$ cat src/rtl/counter_bank.sv
// counter_bank: a bank of saturating, monotonic counters served one command
// at a time through a valid/ready command port and a valid/ready response port.
// Each command walks IDLE -> EXEC -> RESP, so the peak rate is one command
// every three cycles.
module counter_bank #(
   parameter int NUM_COUNTERS = 4,
   parameter int WIDTH        = 32,
   parameter int ARG_WIDTH    = 8,
   localparam int IDX_BITS    = (NUM_COUNTERS > 1) ? $clog2(NUM_COUNTERS) : 1
) (
   input  logic                 clk,
   input  logic                 reset,
   input  logic                 cmd_valid,
   output logic                 cmd_ready,
   input  logic [1:0]           cmd_op,
   input  logic [IDX_BITS-1:0]  cmd_idx,
   input  logic [ARG_WIDTH-1:0] cmd_arg,
   output logic                 rsp_valid,
   input  logic                 rsp_ready,
   output logic [WIDTH-1:0]     rsp_value,
   output logic [1:0]           rsp_status
);

   typedef enum logic [1:0] {
      S_IDLE = 2'b00,
      S_EXEC = 2'b01,
      S_RESP = 2'b10
   } state_t;

   localparam logic [1:0] OP_READ = 2'b00;
   localparam logic [1:0] OP_INCR = 2'b01;
   localparam logic [1:0] OP_ADD  = 2'b10;
   localparam logic [1:0] OP_RSVD = 2'b11;

   localparam logic [1:0] ST_OK      = 2'b00;
   localparam logic [1:0] ST_SAT     = 2'b01;
   localparam logic [1:0] ST_BAD_IDX = 2'b10;
   localparam logic [1:0] ST_BAD_OP  = 2'b11;

   localparam logic [WIDTH-1:0] CNT_MAX = '1;
   localparam logic [31:0]      NUM_C   = NUM_COUNTERS;

   // FSM and latched-command registers
   state_t               state_q, state_d;
   logic                 cmd_ready_q, cmd_ready_d;
   logic                 rsp_valid_q, rsp_valid_d;
   logic [WIDTH-1:0]     rsp_value_q, rsp_value_d;
   logic [1:0]           rsp_status_q, rsp_status_d;
   logic [1:0]           op_q, op_d;
   logic [IDX_BITS-1:0]  idx_q, idx_d;
   logic [ARG_WIDTH-1:0] arg_q, arg_d;

   // Counter values gathered from the per-counter generate blocks
   logic [WIDTH-1:0] cnt_vals [NUM_COUNTERS];

   // Execution datapath
   logic             idx_ok;
   logic [WIDTH-1:0] cur_val;
   logic [WIDTH:0]   inc_ext;
   logic [WIDTH:0]   sum;
   logic [WIDTH-1:0] new_val;
   logic [1:0]       new_status;
   logic             do_write;

   // The index port may be wider than needed when NUM_COUNTERS is not a power of two
   assign idx_ok = (32'(idx_q) < NUM_C);

   // Select the addressed counter with a compare-mux so out-of-range indices read as 0
   always_comb begin
      cur_val = '0;
      for (int i = 0; i < NUM_COUNTERS; i++) begin
         if (idx_q == IDX_BITS'(i)) begin
            cur_val = cnt_vals[i];
         end
      end
   end

   // Saturating add on a WIDTH+1 bit sum; error cases report value 0 and never write
   always_comb begin
      inc_ext    = '0;
      sum        = '0;
      new_val    = '0;
      new_status = ST_OK;
      do_write   = 1'b0;
      case (op_q)
         OP_INCR: inc_ext = (WIDTH+1)'(1);
         OP_ADD:  inc_ext = (WIDTH+1)'(arg_q);
         default: inc_ext = '0;
      endcase
      sum = {1'b0, cur_val} + inc_ext;
      if (!idx_ok) begin
         new_status = ST_BAD_IDX;
      end else if (op_q == OP_RSVD) begin
         new_status = ST_BAD_OP;
      end else if (sum[WIDTH]) begin
         // Covers both a fresh overflow and a nonzero increment applied at max
         new_val    = CNT_MAX;
         new_status = ST_SAT;
         do_write   = 1'b1;
      end else begin
         new_val    = sum[WIDTH-1:0];
         new_status = ST_OK;
         do_write   = (op_q != OP_READ);
      end
   end

   // One register per counter, written only by an in-range EXEC aimed at it
   for (genvar gi = 0; gi < NUM_COUNTERS; gi++) begin : g_cnt
      logic [WIDTH-1:0] cnt_q, cnt_d;

      // Next value: hold unless this counter is the target of the executing op
      always_comb begin
         cnt_d = cnt_q;
         if ((state_q == S_EXEC) && do_write && (idx_q == IDX_BITS'(gi))) begin
            cnt_d = new_val;
         end
      end

      // Counter storage, cleared by reset
      always_ff @(posedge clk or posedge reset) begin
         if (reset) begin
            cnt_q <= '0;
         end else begin
            cnt_q <= cnt_d;
         end
      end

      assign cnt_vals[gi] = cnt_q;
   end

   // Next-state and registered-output logic of the command FSM
   always_comb begin
      state_d      = state_q;
      cmd_ready_d  = cmd_ready_q;
      rsp_valid_d  = rsp_valid_q;
      rsp_value_d  = rsp_value_q;
      rsp_status_d = rsp_status_q;
      op_d         = op_q;
      idx_d        = idx_q;
      arg_d        = arg_q;
      case (state_q)
         S_IDLE: begin
            if (cmd_valid && cmd_ready_q) begin
               op_d        = cmd_op;
               idx_d       = cmd_idx;
               arg_d       = cmd_arg;
               cmd_ready_d = 1'b0;
               state_d     = S_EXEC;
            end
         end
         S_EXEC: begin
            rsp_value_d  = new_val;
            rsp_status_d = new_status;
            rsp_valid_d  = 1'b1;
            state_d      = S_RESP;
         end
         S_RESP: begin
            // Response is held until the consumer takes it
            if (rsp_ready) begin
               rsp_valid_d = 1'b0;
               cmd_ready_d = 1'b1;
               state_d     = S_IDLE;
            end
         end
         default: begin
            rsp_valid_d = 1'b0;
            cmd_ready_d = 1'b1;
            state_d     = S_IDLE;
         end
      endcase
   end

   // FSM state, latched command and response registers
   always_ff @(posedge clk or posedge reset) begin
      if (reset) begin
         state_q      <= S_IDLE;
         cmd_ready_q  <= 1'b1;
         rsp_valid_q  <= 1'b0;
         rsp_value_q  <= '0;
         rsp_status_q <= ST_OK;
         op_q         <= OP_READ;
         idx_q        <= '0;
         arg_q        <= '0;
      end else begin
         state_q      <= state_d;
         cmd_ready_q  <= cmd_ready_d;
         rsp_valid_q  <= rsp_valid_d;
         rsp_value_q  <= rsp_value_d;
         rsp_status_q <= rsp_status_d;
         op_q         <= op_d;
         idx_q        <= idx_d;
         arg_q        <= arg_d;
      end
   end

   assign cmd_ready  = cmd_ready_q;
   assign rsp_valid  = rsp_valid_q;
   assign rsp_value  = rsp_value_q;
   assign rsp_status = rsp_status_q;

endmodule

$ cat config.mk
export PLATFORM = sky130hd
export DESIGN_NAME = counter_bank
export DESIGN_NICKNAME = d
export VERILOG_FILES = /design/src/rtl/counter_bank.sv
export SDC_FILE = /design/constraint.sdc
export NUM_CORES = 1
export LEC_CHECK = 0
export CAP_MARGIN = 20
export CORE_UTILIZATION = 55
export CTS_BUF_LIST = sky130_fd_sc_hd__clkbuf_8
export DETAILED_ROUTE_END_ITERATION = 8
export PLACE_DENSITY_LB_ADDON = 0.12
export SLEW_MARGIN = 25
export SYNTH_ARGS = -nofsm -noshare
export SYNTH_HDL_FRONTEND = slang
export SYNTH_SLANG_ARGS = --single-unit
$ cat constraint.sdc
create_clock -name clk -period 6.8 [get_ports clk]
set_input_delay 1.7 -clock clk [delete_from_list [all_inputs] [get_ports clk]]
set_output_delay 1.7 -clock clk [all_outputs]
set_load 0.01 [all_outputs]
# Word level (Yosys, flattened, before mapping)
# Cells that the tools add are included.
[word_totals]
ff_bits = 178
input_bits = 16
out_inout_bits = 36
[op_classes]
add_sub_neg = 1
eq_ne = 10
muxes = 19
bitwise_logic = 2
n_reduce_logical = 13
[op_table]
columns = ["op", "n"]
rows = [
  ["two-way mux 32 bit", 6],
  ["adder 32 x 33 -> 33 bit", 1],
  ["case mux 8 bit (2 select lines)", 1],
  ["equality test 2 bit (second input constant)", 5],
  ["equality test 2 x 1 -> 1 bit (second input constant)", 3],
  ["logical AND 1 bit", 6],
  ["two-way mux 1 bit", 6],
  ["two-way mux 2 bit", 3],
  ["case mux 1 bit (3 select lines)", 2],
  ["case mux 2 bit (3 select lines)", 1],
  ["AND reduction 2 bit", 3],
  ["zero test 2 bit", 2],
  ["inequality test 2 bit (second input constant)", 2],
  ["AND reduction 3 bit", 1],
  ["NOT 1 bit", 2],
  ["nonzero test 2 bit", 1],
]

# Depth between registers and ports, before layout
# Gate-level depths: netlist of run 1.
[logic_depth]
depth_word = 10
ltp_mapped = 16

# Least setup slack after synthesis of run 1
# No wires, ideal clock.
[synth_timing]
kind = "flip-flop to flip-flop"
from = "reg idx_q[0]"
to = "reg g_cnt[0].cnt_q[28]"
setup_time_ns = 0.125
t_arrival_ns = 4.235
required_ns = 6.675
setup_slack_ns = 2.440
path_stages_with_launch = 16
path_buffers = 6
path_cell_list = "dfrtp_1 buf_6 buf_12 buf_12 clkbuf_1 mux4_2 ha_1 nand3_1 a21o_1 a31o_4 or4_4 buf_6 a21o_1 nor3_2 buf_4 mux2_2"
[synth_between]
elab_chain_cells = 10
word_cells_on_any_way = 15
[synth_rtl]
columns = ["element", "line", "source"]
rows = [
  ["from (decl)", "50", "logic [IDX_BITS-1:0] idx_q, idx_d;"],
  ["from (signal assigned)", "191", "idx_q <= idx_d;"],
  ["zero test 2 bit", "72, 114", ""],
  ["two-way mux 32 bit (4 in a row)", "72", "if (idx_q == IDX_BITS'(i)) begin"],
  ["adder 32 x 33 -> 33 bit", "90", "sum = {1'b0, cur_val} + inc_ext;"],
  ["two-way mux 1 bit", "95", "end else if (sum[WIDTH]) begin"],
  ["two-way mux 1 bit", "93", "end else if (op_q == OP_RSVD) begin"],
  ["logical AND 1 bit (2 in a row)", "114", "if ((state_q == S_EXEC) && do_write && (idx_q == IDX_BITS'(gi))) begin"],
  ["to (signal assigned)", "124", "cnt_q <= cnt_d;"],
  ["to (decl)", "109", "logic [WIDTH-1:0] cnt_q, cnt_d;"],
]
# Parallel ways exist; a longest one is shown, timed or not.
# A chain may end at the register's enable or synchronous reset.

# Worst setup path in the final report of run 1
[layout_timing]
from = "reg idx_q[0]"
to = "reg g_cnt[3].cnt_q[26]"
[layout_between]
elab_chain_cells = 10
word_cells_on_any_way = 15
[layout_rtl]
columns = ["element", "line"]
rows = [
  ["zero test 2 bit", "72"],
  ["two-way mux 32 bit (4 in a row)", "72"],
  ["adder 32 x 33 -> 33 bit", "90"],
  ["two-way mux 1 bit", "95"],
  ["two-way mux 1 bit", "93"],
  ["logical AND 1 bit (2 in a row)", "114"],
  ["to (signal assigned)", "124"],
  ["to (decl)", "109"],
]
# Parallel ways exist; a longest one is shown, timed or not.

==> results of run 1 <==
[worst max-delay path: cells and delay by family, from the launching register on]
family	cells	cell delay [ps]
compound gates	3	710
simple gates	3	1450
fa+ha+maj	1	390
flops	1	700
mux	2	1010
[cells by family (layout without fill, tap and decap cells)]
| group | after synthesis | in the layout | share of synthesized area |
|---|---|---|---|
| mux | 60 | 60 | 0.130 |
| flops | 178 | 178 | 0.529 |
| buf+inv | 48 | 101 | 0.0343 |
| fa+ha+maj | 13 | 13 | 0.0202 |
| compound gates | 189 | 189 | 0.147 |
| simple gates | 213 | 213 | 0.116 |
| xor+xnor | 23 | 23 | 0.0239 |
[final cells by class]
cell class	count	area, sq um	area share
Multi-Input combinational cell	498	3690	0.392
Clock inverter	14	156	0.0166
Inverter	6	30.0	0.00319
Clock buffer	18	248	0.0263
Sequential cell	178	4460	0.474
Timing Repair Buffer	63	601	0.0638
Tap cell	184	230	0.0245
[per-layer routing]
| metal | up-vias | part of all wire |
|---|---|---|
| met2 | 137 | 0.48 |
| met1 | 2882 | 0.46 |
| met4 | 0 | 0.016 |
| li1 | 2681 | - |
| met5 | - | 0 |
| met3 | 22 | 0.045 |
[where the power goes]
part / switching, W / total, W / internal (W) / leakage [nW]
clock: 0.000386 / 0.000726 / 0.000340 / 0.192
combinational: 0.000210 / 0.000417 / 0.000207 / 1.61
sequential: 0.0000801 / 0.00122 / 0.00114 / 2.44
[flip-flops by register name, summed over array words and instances, names as in the netlist]
| signal | count |
|---|---|
| op_q | 2 |
| arg_q | 8 |
| state_q | 2 |
| cmd_ready | 1 |
| rsp_status | 2 |
| g_cnt.cnt_q | 128 |
| rsp_valid | 1 |
| idx_q | 2 |
| rsp_value | 32 |
[synth_stat cells (3+ instances only)]
library cell / instances / area, sq um
a2bb2oi_1: 28 / 245
buf_6: 7 / 78.8
mux2_1: 5 / 56.3
a211o_1: 5 / 43.8
xor2_1: 12 / 105
buf_4: 6 / 45.0
nor2_1: 33 / 124
nand2b_1: 4 / 25.0
and2_1: 8 / 50.1
inv_1: 6 / 22.5
a21o_1: 5 / 37.5
nand2_1: 126 / 473
o21ai_0: 97 / 485
dfrtp_1: 177 / 4430
a22o_1: 4 / 35.0
nand3_1: 3 / 15.0
a21oi_1: 15 / 75.1
o21ai_2: 20 / 175
clkbuf_1: 25 / 93.8
mux4_2: 16 / 360
xnor2_1: 11 / 96.3
mux4_1: 16 / 420
ha_1: 12 / 150
nand4_1: 3 / 18.8
mux2_2: 22 / 248
nor2b_1: 5 / 31.3
or3_1: 3 / 18.8
and4_1: 4 / 35.0
nor3_1: 8 / 40.0
nor4_1: 5 / 31.3
[worst max path at each step]
stage                  start            endpoint  slack (ps)  depth (start not counted)
finish              idx_q[0]  g_cnt[3].cnt_q[26]        2420                          9
global route         op_q[0]  g_cnt[2].cnt_q[28]        2190                         13
CTS                  op_q[0]  g_cnt[3].cnt_q[28]        2430                         13
detailed placement   op_q[0]  g_cnt[3].cnt_q[26]        2440                         13
global placement    idx_q[1]  g_cnt[3].cnt_q[26]        2300                          9
floorplan              reset            arg_q[0]         270                          1
[stage by stage]
step / setup slack [ps] / hold WS [ps] / utilization / area, sq um / cells
floorplan: 271 / 442 / - / 8420 / 724
global placement: 2300 / 452 / 0.610 / 9000 / 929
detailed placement: 2440 / 457 / 0.610 / 9000 / 929
CTS: 2430 / 477 / 0.638 / 9410 / 961
global route: 2190 / 492 / 0.638 / 9410 / 961
finish: 2420 / 474 / 0.638 / 9410 / 961
==> impl_metrics.env, run 1 <==
export IMPL_r2r_setup_slack_ps=2420
export IMPL_status="completed"
export IMPL_clock_latency_ps=460
export IMPL_synthCells=724
export IMPL_fin_nets=793
export IMPL_area_growth_pct=11.8
export IMPL_drive_gt1_frac=0.152
export IMPL_r2r_cells=9
export IMPL_grt_max_degree=110
export IMPL_layout_common_cells="dfrtp_1, nand2_1, o21ai_0"
export IMPL_worst_clock_skew_ps=11.1
export IMPL_portBuffers=51
export IMPL_grt_overflow_total=0
export IMPL_die_area_sq_mm=0.0158
export IMPL_synth_async_reset_ratio=1.00
export IMPL_cp_required_ps=7150
export IMPL_post_cts_buffers=0
export IMPL_hold_depth=2
export IMPL_r2r_start="idx_q[0]"
export IMPL_core_rowCount=44
export IMPL_ctsResizeCount=0
export IMPL_ys_seq_elements=178
export IMPL_grt_busiest_layer="met2"
export IMPL_finalPower_w=0.00236
export IMPL_period_share=0.644
export IMPL_grt_use_met2=0.411
export IMPL_firstDrtPassIters=5
export IMPL_netlist_area_sq_mm=0.00842
export IMPL_clockRootBuffer="clkbuf_8"
export IMPL_viasPerCell=5.95
export IMPL_yosys_warnings=0
export IMPL_synth_net_count=753
export IMPL_fin_tns_setup_ps=0
export IMPL_cp_arrival_ps=4730
export IMPL_drt_iter0_markers=323
export IMPL_syn_avg_cell_area_sq_um=11.6
export IMPL_tightest_slew_ps=964
export IMPL_hold_viol=0
export IMPL_synth_cell_types=56
export IMPL_crit_chain="mux4_2 > ha_1 > nand3_1 > a21o_1 > a31o_4 > or4_4 > a21o_1 > nor2_1 > mux2_2"
export IMPL_antenna_cells=0
export IMPL_track_usage=0.253
export IMPL_grt_pass1_vias=5854
export IMPL_vias=5722
export IMPL_cts_tree="done"
export IMPL_critPathCaptureType="flip-flop"
export IMPL_vdd_drop_max_mv=0.161
export IMPL_cp_start_kind="flip-flop"
export IMPL_cts_sinks=178
export IMPL_ys_flop_type="dfrtp_1"
export IMPL_path_class="flip-flop to flip-flop"
export IMPL_synth_edff_count=0
export IMPL_wl_um=18300
export IMPL_wire_per_inst_um=19.0
export IMPL_holdPathEnd="g_cnt[0].cnt_q[25]"
export IMPL_dieHeight_um=126
export IMPL_min_from="g_cnt[0].cnt_q[25]"
export IMPL_power_density_mw_per_mm2=251
export IMPL_met3_usage=0.0510
export IMPL_use_met1=0.342
export IMPL_ys_seq_area_frac=0.529
export IMPL_remaining_drc_errors=0
export IMPL_path_max_fanout=15
export IMPL_dp_hpwl_um=12500
export IMPL_leakage_nw=4.24
export IMPL_layout_commonest_cell="dfrtp_1"
export IMPL_htree_levels=4
export IMPL_grt_pass1_wl_um=30500
export IMPL_antenna_found_initial=0
export IMPL_worstReg2RegEnd="g_cnt[3].cnt_q[26]"
export IMPL_hold_class="flip-flop to flip-flop"
export IMPL_numCtsBuffers=17
export IMPL_start_util=0.571
export IMPL_cts_buffer_depth=2
export IMPL_fmax_mhz=228
export IMPL_critPathSlowestCell="nor2_1"
export IMPL_place_congestion=0.872
export IMPL_rsz0062_at_grt="false"
export IMPL_finalSetupViolCount=0
export IMPL_fin_crit_ps=4380
export IMPL_num_io_pins=52
export IMPL_n_fill_cell=1161
export IMPL_slew_viol_final=0
export IMPL_die_w_um=126
export IMPL_postCtsHoldBufs=0
export IMPL_cts_clk_slew_worst_paths_ps=90
export IMPL_coreArea_sq_mm=0.0148
export IMPL_maxCapViolations=0
export IMPL_antenna_left=0
export IMPL_slew_headroom=0.355
export IMPL_critPathMaxStageDelay_ps=750
export IMPL_cp_common_cell="a21o_1"
Note: power is estimated with default switching activity, not from simulation.
==> inputs of run 2 (changes only) <==
==> constraint.sdc (replaced) <==
create_clock -name clk -period 3.7 [get_ports clk]
set_input_delay 0.925 -clock clk [delete_from_list [all_inputs] [get_ports clk]]
set_output_delay 0.925 -clock clk [all_outputs]
set_load 0.01 [all_outputs]
==> run 2 against run 1 <==
  * Non-clock buffer count rose by 21
  * Total power rose by 89%
  * Combinational power rose by 100%
  * Final cell count rose by 2.2%
  * Worst hold slack improved by 6.9 ps
  * Cell area rose by 4.1%
  * Global-route usage rose by 1.1 points
  * Die area did not move
  * Fmax rose by 23%
  * Via count rose by 3.4%
  * Flip-flop and latch count did not move
  * Sequential power rose by 80%
==> impl_metrics.env, run 2 (same netlist as run 1, synthesis figures left out) <==
export IMPL_drt_iter0_markers=421
export IMPL_vdd_drop_max_mv=0.243
export IMPL_power_density_mw_per_mm2=456
export IMPL_finalInstanceArea_sq_mm=0.00979
export IMPL_status="completed"
export IMPL_viasPerCell=6.03
export IMPL_layout_common_cells="dfrtp_1, nand2_1, o21ai_0"
export IMPL_cp_required_ps=4050
export IMPL_switching_share=0.284
export IMPL_clockRootBuffer="clkbuf_8"
export IMPL_dp_hpwl_um=12900
export IMPL_postCtsHoldBufs=0
export IMPL_place_area_sq_mm=0.00933
export IMPL_fin_crit_ps=3560
export IMPL_leakage_nw=4.36
export IMPL_num_io_pins=52
export IMPL_numCtsBuffers=17
export IMPL_finalSetupViolCount=0
export IMPL_clkPwrFrac=0.316
export IMPL_start_util=0.571
export IMPL_maxCapViolations=0
export IMPL_antenna_found_initial=0
export IMPL_drive_gt1_frac=0.212
export IMPL_rsz0062_at_grt="false"
export IMPL_combPwrFrac=0.191
export IMPL_grt_pass1_wl_um=32100
export IMPL_clock_latency_ps=470
export IMPL_firstDrtPassIters=5
export IMPL_die_w_um=126
export IMPL_dp_cells=948
export IMPL_vias=5917
export IMPL_cp_start_kind="flip-flop"
export IMPL_wire_per_inst_um=19.3
export IMPL_power_frac_seq=0.493
export IMPL_track_usage=0.264
export IMPL_hold_viol=0
export IMPL_grt_overflow_total=0
export IMPL_coreArea_sq_mm=0.0148
export IMPL_die_area_sq_mm=0.0158
export IMPL_slew_headroom=0.564
export IMPL_cts_tree="done"
export IMPL_cts_buffer_depth=2
export IMPL_fin_tns_setup_ps=0
export IMPL_tightest_slew_ps=651
export IMPL_antenna_left=0
export IMPL_place_congestion=0.839
export IMPL_grt_pass1_vias=6124
export IMPL_path_class="flip-flop to flip-flop"
export IMPL_hold_class="flip-flop to flip-flop"
export IMPL_core_rowCount=44
export IMPL_grt_max_degree=69
export IMPL_cp_arrival_ps=3910
export IMPL_fin_nets=814
export IMPL_worst_clock_skew_ps=12.8
export IMPL_htree_levels=4
export IMPL_dieHeight_um=126
export IMPL_wl_um=19000
export IMPL_portBuffers=51
export IMPL_slew_viol_final=0
export IMPL_cts_clk_slew_worst_paths_ps=90
export IMPL_largest_register="g_cnt.cnt_q"
export IMPL_area_growth_pct=16.3
export IMPL_fmax_mhz=281
export IMPL_layout_commonest_cell="dfrtp_1"
export IMPL_p_int_w=0.00320
export IMPL_critPathCaptureType="flip-flop"
export IMPL_cts_sinks=178
export IMPL_fin_cells=982
export IMPL_path_max_fanout=11
export IMPL_period_share=0.962
export IMPL_remaining_drc_errors=0
export IMPL_n_fill_cell=1142
export IMPL_antenna_cells=0
export IMPL_largest_reg_flops=128
export IMPL_p_sw_w=0.00127
run 2: cell types whose count changed in the layout (fill, tap and decap cells not counted), sizes merged:
| cell | delta |
|---|---|
| bufinv | +1 |
| inv | -2 |
| clkinvlp | +3 |
| clkbuf | +1 |
| clkinv | -3 |
| buf | +21 |
run 2: critical path, cell delays in order, from the launching register on:
cell and delay [ps]:
dfrtp_4 540, mux4_2 570, ha_4 320, nand3_2 80
a21o_1 200, a31o_4 280, or4_4 540, a21o_1 240
nor2_1 130, buf_6 190, mux2_2 350
run 2: repair_timing:
| action | CTS | global route |
|---|---|---|
| gates cloned | 0 | 0 |
| resized for setup | 1 | 6 |
| setup endpoints to repair | 8 | 55 |
| pin swaps | 0 | 2 |
| buffers inserted | 0 | 2 |
run 2: through the flow:
step,setup WS (ps),hold slack [ps],power [W],util
floorplan,-206,442,0.00282,-
global placement,114,454,0.00306,0.632
detailed placement,-3.17,463,0.00309,0.632
CTS,67.7,484,0.00450,0.661
global route,0.104,511,0.00468,0.664
finish,140,481,0.00447,0.664
run 2: power groups by stage:
stage               clock network, W  logic, W  registers (W)
floorplan                          0  0.000598        0.00222
global placement                   0  0.000832        0.00223
detailed placement                 0  0.000848        0.00224
CTS                          0.00144  0.000855        0.00221
global route                 0.00152  0.000930        0.00222
finish                       0.00141  0.000853        0.00220
run 2: per-layer routing:
metal  vias up  wire (um)  track usage  share of wire
li1       2718          -            -              -
met2       131       9170        0.419           0.48
met1      3047       8860        0.369           0.47
met4         0        199       0.0725          0.010
met5         -          0            0              0
met3        21        767       0.0586          0.040
run 2: path summary, 6_finish.rpt:
kind / from / endpoint / slack, ps / depth (start not counted)
worst min-delay path: g_cnt[2].cnt_q[13] / g_cnt[2].cnt_q[13] / 480 / 2
worst max register to register: idx_q[0] / g_cnt[3].cnt_q[26] / 140 / 10
max in group asynchronous: reset / cmd_ready / 2100 / 3
worst min register to register: g_cnt[2].cnt_q[13] / g_cnt[2].cnt_q[13] / 480 / 2
min in group asynchronous: reset / rsp_value[25] / 840 / 2
worst max-delay path: idx_q[0] / g_cnt[3].cnt_q[26] / 140 / 10
run 2: layout make-up:
class                      instances  area, sq um  area share
sequential                       178         4460       0.455
inverter                           6         26.3     0.00268
clock buffer                      19          262      0.0267
tap                              184          230      0.0235
clock inverter                    13          161      0.0165
timing repair buffer              84          807      0.0824
multi-input combinational        498         3850       0.393
